$ cat src/rtl/max_pool.sv
// 2x2 stride-2 max pooling of a 10x10x16 Q16.16 feature map in DRAM into 5x5x16.
// Optional macro POOL_RELU_EN clamps negative pooled results to zero before writeback.
module max_pool #(
  parameter int unsigned           DATA_WIDTH = 32,
  parameter int unsigned           ADDR_WIDTH = 18,
  parameter logic [ADDR_WIDTH-1:0] IN_BASE    = 18'd131072,
  parameter logic [ADDR_WIDTH-1:0] OUT_BASE   = 18'd65536
) (
  input  logic                  clk,
  input  logic                  srstn,
  input  logic                  enable,
  input  logic                  dram_valid,
  input  logic [DATA_WIDTH-1:0] data_in,
  output logic [DATA_WIDTH-1:0] data_out,
  output logic [ADDR_WIDTH-1:0] addr_in,
  output logic [ADDR_WIDTH-1:0] addr_out,
  output logic                  dram_en_rd,
  output logic                  dram_en_wr,
  output logic                  done
);

  localparam int unsigned XY_LAST = 4;
  localparam int unsigned Z_LAST  = 15;

  typedef enum logic [4:0] {
    IDLE = 5'b00001,
    RD   = 5'b00010,
    WAIT = 5'b00100,
    WR   = 5'b01000,
    DONE = 5'b10000
  } state_t;

  state_t                  state_q, state_d;
  logic [2:0]              x_q, x_d, y_q, y_d;
  logic [3:0]              z_q, z_d;
  logic [1:0]              rd_cnt_q, rd_cnt_d;
  logic [DATA_WIDTH-1:0]   max_q, max_d;
  logic [DATA_WIDTH-1:0]   data_out_d;
  logic [ADDR_WIDTH-1:0]   addr_in_d, addr_out_d;
  logic                    dram_en_rd_d, dram_en_wr_d, done_d;
  logic                    gt_c;
  logic [3:0]              row_c, col_c;
  logic [DATA_WIDTH-1:0]   pool_c;
  logic                    unused_dram_valid;

  assign unused_dram_valid = dram_valid;
  assign gt_c = $signed(data_in) > $signed(max_q);

  // Next state, window counters and running max; data_in trails addr_in by one cycle.
  always_comb begin
    state_d  = state_q;
    x_d      = x_q;
    y_d      = y_q;
    z_d      = z_q;
    rd_cnt_d = rd_cnt_q;
    max_d    = max_q;
    case (state_q)
      IDLE: begin
        if (enable) begin
          state_d  = RD;
          rd_cnt_d = 2'd0;
        end
      end
      RD: begin
        if (rd_cnt_q == 2'd1) begin
          max_d = data_in;
        end else if (rd_cnt_q != 2'd0 && gt_c) begin
          max_d = data_in;
        end
        if (rd_cnt_q == 2'd3) begin
          state_d = WAIT;
        end else begin
          rd_cnt_d = rd_cnt_q + 2'd1;
        end
      end
      WAIT: begin
        if (gt_c) begin
          max_d = data_in;
        end
        state_d = WR;
      end
      WR: begin
        rd_cnt_d = 2'd0;
        if (x_q != 3'(XY_LAST)) begin
          x_d     = x_q + 3'd1;
          state_d = RD;
        end else begin
          x_d = 3'd0;
          if (y_q != 3'(XY_LAST)) begin
            y_d     = y_q + 3'd1;
            state_d = RD;
          end else begin
            y_d = 3'd0;
            if (z_q != 4'(Z_LAST)) begin
              z_d     = z_q + 4'd1;
              state_d = RD;
            end else begin
              z_d     = 4'd0;
              state_d = DONE;
            end
          end
        end
      end
      DONE:    state_d = IDLE;
      default: state_d = IDLE;
    endcase
  end

  // Outputs are registered from next-state values so they line up with the state they belong to.
  always_comb begin
    row_c = {y_d, 1'b0} + 4'(rd_cnt_d[1]);
    col_c = {x_d, 1'b0} + 4'(rd_cnt_d[0]);
`ifdef POOL_RELU_EN
    pool_c = max_d[DATA_WIDTH-1] ? '0 : max_d;
`else
    pool_c = max_d;
`endif
    dram_en_rd_d = (state_d == RD);
    dram_en_wr_d = (state_d == WR);
    done_d       = (state_d == DONE);
    addr_in_d    = '0;
    addr_out_d   = '0;
    data_out_d   = '0;
    if (dram_en_rd_d) begin
      addr_in_d = IN_BASE + ADDR_WIDTH'(z_d) * ADDR_WIDTH'(100)
                + ADDR_WIDTH'(row_c) * ADDR_WIDTH'(10) + ADDR_WIDTH'(col_c);
    end
    if (dram_en_wr_d) begin
      addr_out_d = OUT_BASE + ADDR_WIDTH'(z_d) * ADDR_WIDTH'(25)
                 + ADDR_WIDTH'(y_d) * ADDR_WIDTH'(5) + ADDR_WIDTH'(x_d);
      data_out_d = pool_c;
    end
  end

  always_ff @(posedge clk) begin
    if (!srstn) begin
      state_q    <= IDLE;
      x_q        <= '0;
      y_q        <= '0;
      z_q        <= '0;
      rd_cnt_q   <= '0;
      max_q      <= '0;
      data_out   <= '0;
      addr_in    <= '0;
      addr_out   <= '0;
      dram_en_rd <= 1'b0;
      dram_en_wr <= 1'b0;
      done       <= 1'b0;
    end else begin
      state_q    <= state_d;
      x_q        <= x_d;
      y_q        <= y_d;
      z_q        <= z_d;
      rd_cnt_q   <= rd_cnt_d;
      max_q      <= max_d;
      data_out   <= data_out_d;
      addr_in    <= addr_in_d;
      addr_out   <= addr_out_d;
      dram_en_rd <= dram_en_rd_d;
      dram_en_wr <= dram_en_wr_d;
      done       <= done_d;
    end
  end

endmodule

$ cat config.mk
export PLATFORM = sky130hd
export DESIGN_NAME = max_pool
export DESIGN_NICKNAME = d
export VERILOG_FILES = /design/src/rtl/max_pool.sv
export SDC_FILE = /design/constraint.sdc
export NUM_CORES = 1
export LEC_CHECK = 0
export CAP_MARGIN = 20
export CORE_MARGIN = 3
export CORE_UTILIZATION = 45
export CTS_BUF_LIST = sky130_fd_sc_hd__clkbuf_4 sky130_fd_sc_hd__clkbuf_8
export CTS_CLUSTER_SIZE = 20
export DETAILED_ROUTE_END_ITERATION = 12
export PLACE_DENSITY = 0.7
export SKIP_LAST_GASP = 1
export SLEW_MARGIN = 30
export SYNTH_ARGS = -nofsm -noshare
export SYNTH_HDL_FRONTEND = slang
export SYNTH_SLANG_ARGS = --single-unit
$ cat constraint.sdc
create_clock -name clk -period 6 [get_ports clk]
set_clock_uncertainty 0.2 [all_clocks]
set_input_delay 1.8 -clock clk [delete_from_list [all_inputs] [get_ports clk]]
set_output_delay 1.8 -clock clk [all_outputs]
set_load 0.01 [all_outputs]
==> Word level (Yosys, flattened, before mapping) <==
Cells that the tools add are included.
{ "classes": {"n_eq_ne": 12, "add_sub_neg": 12, "n_mux": 22, "multipliers": 4, "reduce_logical": 4, "magnitude_cmp": 1} }
{ "ops": {"columns": ["op", "count"], "rows": [
  ["32-bit 2-to-1 mux", 3],
  ["32-bit case mux with 2 select lines", 1],
  ["32-bit greater-than comparator", 1],
  ["5-bit 2-to-1 mux", 5],
  ["5-bit case mux with 4 select lines", 1],
  ["17-bit by 9-bit adder with 18-bit output, first input constant", 1],
  ["18-bit by 11-bit adder with 18-bit output, first input constant", 1],
  ["18-bit by 3-bit adder with 18-bit output", 1],
  ["18-bit by 4-bit adder with 18-bit output", 1],
  ["18-bit by 6-bit adder with 18-bit output", 1],
  ["18-bit by 8-bit adder with 18-bit output", 1],
  ["4-bit by 5-bit multiplier with 9-bit output, second input constant", 2],
  ["4-bit 2-to-1 mux", 4],
  ["3-bit 2-to-1 mux", 5],
  ["5-bit by 2-bit == test with 1-bit output, second input constant", 2],
  ["5-bit by 4-bit == test with 1-bit output, second input constant", 2],
  ["4-bit by 1-bit adder with 4-bit output", 2],
  ["4-bit by 3-bit multiplier with 7-bit output, second input constant", 1],
  ["3-bit by 1-bit adder with 3-bit output, second input constant", 2],
  ["3-bit by 3-bit multiplier with 6-bit output, second input constant", 1],
  ["3-bit inequality test, second input constant", 2],
  ["2-bit case mux with 3 select lines", 1],
  ["5-bit by 1-bit == test with 1-bit output, second input constant", 1],
  ["5-bit by 3-bit == test with 1-bit output, second input constant", 1],
  ["other kinds (10)", 12]
]} }
{ "totals": {"output_inout_bits": 71, "elab_cells": 67, "register_bits": 120, "inputBits": 36} }

==> Depth between registers and ports, before layout <==
{ "logic_depth": {"ltp_word": 9, "mapped_depth": 21, "ltp_nobuf": 21} }

==> Least setup slack after synthesis <==
Ideal clock, no wire load.
{ "synth_path": {"path_type": "reg2reg", "start": "register state_q[2]", "end": "register addr_out[9]", "setup_slack_ns": 1.173, "synth_period_minus_slack_ns": 4.827, "n_path_buf": 0, "setup_ns": 0.128, "t_arrival_ns": 4.499, "required_time_ns": 5.672, "path_stages_with_launch": 21, "path_cell_list": "dfxtp_1 nor3_1 nand3b_1 nor3_1 mux2i_1 inv_1 ha_1 ha_1 ha_1 inv_1 fa_1 inv_1 ha_1 a21o_1 a21oi_1 o21bai_1 a21oi_1 nor2b_1 o21ai_0 xor2_1 nor2_1"} }
{ "synth_via": {"elab_chain_len": 6, "word_cells_on_any_way": 17, "classes_between": "3 x add/sub; 2 x mul; 5 x eq/ne; 6 x mux; 1 x reduce/logical"} }
{ "synth_lines": {"columns": ["element", "line", "source"], "rows": [
  ["from (decl)", "33", "state_t state_q, state_d;"],
  ["from (signal assigned)", "150", "state_q <= state_d;"],
  ["5-bit by 4-bit == test with 1-bit output", "57", "case (state_q)"],
  ["4-bit 2-to-1 mux", "57", null],
  ["named net z_d[0]", "35", "logic [3:0] z_q, z_d;"],
  ["4-bit by 5-bit multiplier with 9-bit output", "129", "addr_out_d = OUT_BASE + ADDR_WIDTH'(z_d) * ADDR_WIDTH'(25)"],
  ["17-bit by 9-bit adder with 18-bit output", "129", null],
  ["18-bit by 6-bit adder with 18-bit output", "130", "+ ADDR_WIDTH'(y_d) * ADDR_WIDTH'(5) + ADDR_WIDTH'(x_d);"],
  ["18-bit by 3-bit adder with 18-bit output", "130", null],
  ["to (signal assigned)", "158", "addr_out <= addr_out_d;"],
  ["to (decl)", "16", "output logic [ADDR_WIDTH-1:0] addr_out,"]
]} }
The timed path passes the listed nets, and every way through them passes these cells.
A chain may end at the register's enable or synchronous reset.

==> Worst setup path in the final report <==
Ends and elaborated chain as after synthesis.

==> results.sh <==
export IMPL_rsz0062_at_grt="false"
export IMPL_clkSinkCount=109
export IMPL_n_antenna_cell=0
export IMPL_synthTopCellsByArea="dfxtp_1 37%, ha_1 18%, mux2i_1 6.2%"
export IMPL_core_um2=12800
export IMPL_grt_pass1_wl_mm=20.6
export IMPL_crit_fanout=6
export IMPL_drive_above_1_share_pct=3.58
export IMPL_final_antenna_net_count=0
export IMPL_synth_top_area_share_pct=36.7
export IMPL_whs_ns=0.285
export IMPL_dp_final_hpwl_mm=9.38
export IMPL_synth_common_cells="109 x dfxtp_1, 85 x ha_1, 83 x nand2_1"
export IMPL_grt_max_degree=84
export IMPL_cts_root_buf="clkbuf_8"
export IMPL_yosys_cell_count_top_type="dfxtp_1"
export IMPL_max_freq_ghz=0.186
export IMPL_async_flop_share_pct=0
export IMPL_die_y_um=121
export IMPL_portBuffers=94
export IMPL_syn_to_final_growth_pct=20.9
export IMPL_post_cts_buffers=0
export IMPL_critical_path_cell_chain="nor3_1, nand3b_1, nor3_1, mux2i_1, inv_1, ha_1, ha_1, ha_1, inv_1, fa_1, inv_1, ha_1, a21o_1, a21oi_1, o21bai_1, a21oi_1, nor2b_1, o21ai_0, xor2_1, nor2_1"
export IMPL_max_stage_delay_ns=0.59
export IMPL_route_detailed_wl_per_inst_um=14.0
export IMPL_cp_data_required_time_ns=6.07
export IMPL_dr_pass1_iters=7
export IMPL_path_class="reg2reg"
export IMPL_fp_dieW_um=121
export IMPL_synth_compound_area_share_pct=11.9
export IMPL_drv_slew=0
export IMPL_io_pins=107
export IMPL_synth_warnings=0
export IMPL_synth_mux_area_fraction_pct=6.23
export IMPL_synth_seq_cells=109
export IMPL_final_core_util_pct=56.3
export IMPL_drcViolationCount=0
export IMPL_num_rows=41
export IMPL_hp_class="reg2reg"
export IMPL_startpoint_type="flip-flop"
export IMPL_yosysSeqAreaShare_pct=36.7
export IMPL_synth_cell_types=46
export IMPL_netlist_area_um2=5940
export IMPL_drt_iter0_drc=330
export IMPL_hold_buffers=0
export IMPL_period_minus_slack_ns=5.38
export IMPL_clk_latency_ns=0.39
export IMPL_fin_nets=853
export IMPL_h_tree_depth=3
export IMPL_preCtsSetupSlack_ns=0.433
export IMPL_syn_inst=635
export IMPL_synthXorXnorAreaFrac_pct=2.36
export IMPL_outcome="finished, final reports clean"
export IMPL_critical_path_slowest_cell="fa_1"
export IMPL_slew_headroom_pct=42.2
export IMPL_drt_wl_total_mm=12.6
export IMPL_setup_viol=0
export IMPL_vias_per_cell=5.10
export IMPL_p_per_area_nw_per_um2=180
export IMPL_synth_avg_cell_area_um2=9.36
export IMPL_cp_end_kind="flip-flop"
export IMPL_yosysTopAreaCell="dfxtp_1"
export IMPL_die_area_um2=14600
export IMPL_fin_setup_tns_ns=0
export IMPL_cts_resized=0
export IMPL_cts_buffers_inserted=9
export IMPL_maxCapViolCount=0
export IMPL_antenna_found_initial=0
export IMPL_ys_flop_type="dfxtp_1"
export IMPL_yosys_area_share_simple_pct=13.4
export IMPL_initial_core_util_pct=46.5
export IMPL_vias=4577
export IMPL_arrival_ns=5.45
export IMPL_cts_tree="yes"
export IMPL_synth_fa_ha_area_share_pct=21.6
export IMPL_leakagePower_uw=0.00340
export IMPL_grt_pass1_vias=4510
export IMPL_synth_edff_count=0
export IMPL_timing_final_crit_share_pct=89.6
export IMPL_grt_use_total_pct=17.5
export IMPL_gp_congestion=0.843
export IMPL_finalHoldViolations=0
export IMPL_ir_worst_vdd_uv=90.5
export IMPL_crit_top_cell="ha_1"
export IMPL_grt_overflow=0
export IMPL_worst_pin_slew_ns=0.862
export IMPL_clock_path_buffers=2
export IMPL_worst_slack_ns=0.624
export IMPL_synth_top_family_by_area="adder cells"
export IMPL_path_clk_slew_ns=0.10
report_power, final:
group | internal [uW] | total (uW) | switching (uW) | leakage [uW]
combinational | 44.4 | 96.2 | 51.7 | 0.00243
clock | 201 | 466 | 265 | 0.0000929
sequential | 727 | 729 | 2.89 | 0.000878
total | 972 | 1290 | 320 | 0.00340
stage by stage:
| step | total power, uW | std cells | area [um^2] |
|---|---|---|---|
| after CTS | 1310 | 898 | 7190 |
| final | 1290 | 898 | 7190 |
| after global routing | 1340 | 898 | 7190 |
| after floorplan | 801 | 645 | 5980 |
| after global placement | 839 | 882 | 6990 |
| after detailed placement | 842 | 882 | 6990 |
cells by family (layout without fill, tap and decap cells):
kind of cell    Yosys count  after routing
compound gates          101            101
buf+inv                 107            188
other cells               1             11
flops                   109            109
fa+ha+maj                96             96
mux                      37             37
simple gates            168            168
xor+xnor                 16             16
cell usage in the layout (no fill, tap or decap), drive strengths merged, types with 12 or more instances in the layout:
master         Yosys  final
dfxtp            109    109
a21oi             25     25
a21o              12     12
mux2i             37     37
clkdlybuf4s50      0     93
nand2             83     83
o21ai             17     17
ha                85     85
a22o              32     32
inv               75     77
nor2              21     21
worst max-delay path, delay by kind of cell (launching register included):
kind	cells	cell delay, ns
buffers and inverters	3	0.29
AOI/OAI and AO/OA	5	0.85
adders and majority gates	5	1.76
DFF	1	0.34
and+or+nand+nor	5	1.20
muxes	1	0.43
xor gates and xnor gates	1	0.18
cell type report:
class / instances / area [um^2]
Clock inverter: 6 / 70.1
Clock buffer: 10 / 131
Tap cell: 172 / 215
Sequential cell: 109 / 2180
Inverter: 75 / 282
Multi-Input combinational cell: 429 / 3350
Timing Repair Buffer: 97 / 958
Fill cell: 1108 / 5590
worst paths after layout:
| path | start | slack (ns) | depth (start not counted) | to |
|---|---|---|---|---|
| max | state_q[2] | 0.62 | 20 | addr_out[9] |
| min | max_q[6] | 0.28 | 2 | max_q[6] |
| max reg2reg | state_q[2] | 0.62 | 20 | addr_out[9] |
| min reg2reg | max_q[6] | 0.28 | 2 | max_q[6] |
metal layers:
layer / track usage (%) / up-vias / wire length [um]
li1: - / 2289 / -
met1: 21.1 / 2147 / 5580
met2: 29.0 / 114 / 6080
met3: 4.15 / 27 / 625
met4: 9.14 / 0 / 296
met5: 0 / - / 0
registers in the layout (all words and copies together), names as in the netlist:
| signal | cells |
|---|---|
| addr_in | 13 |
| addr_out | 12 |
| data_out | 32 |
| done | 1 |
| dram_en_rd | 1 |
| dram_en_wr | 1 |
| max_q | 32 |
| rd_cnt_q | 2 |
| state_q | 5 |
| x_q | 3 |
| y_q | 3 |
| z_q | 4 |
Power figures use the tool's default switching activity.
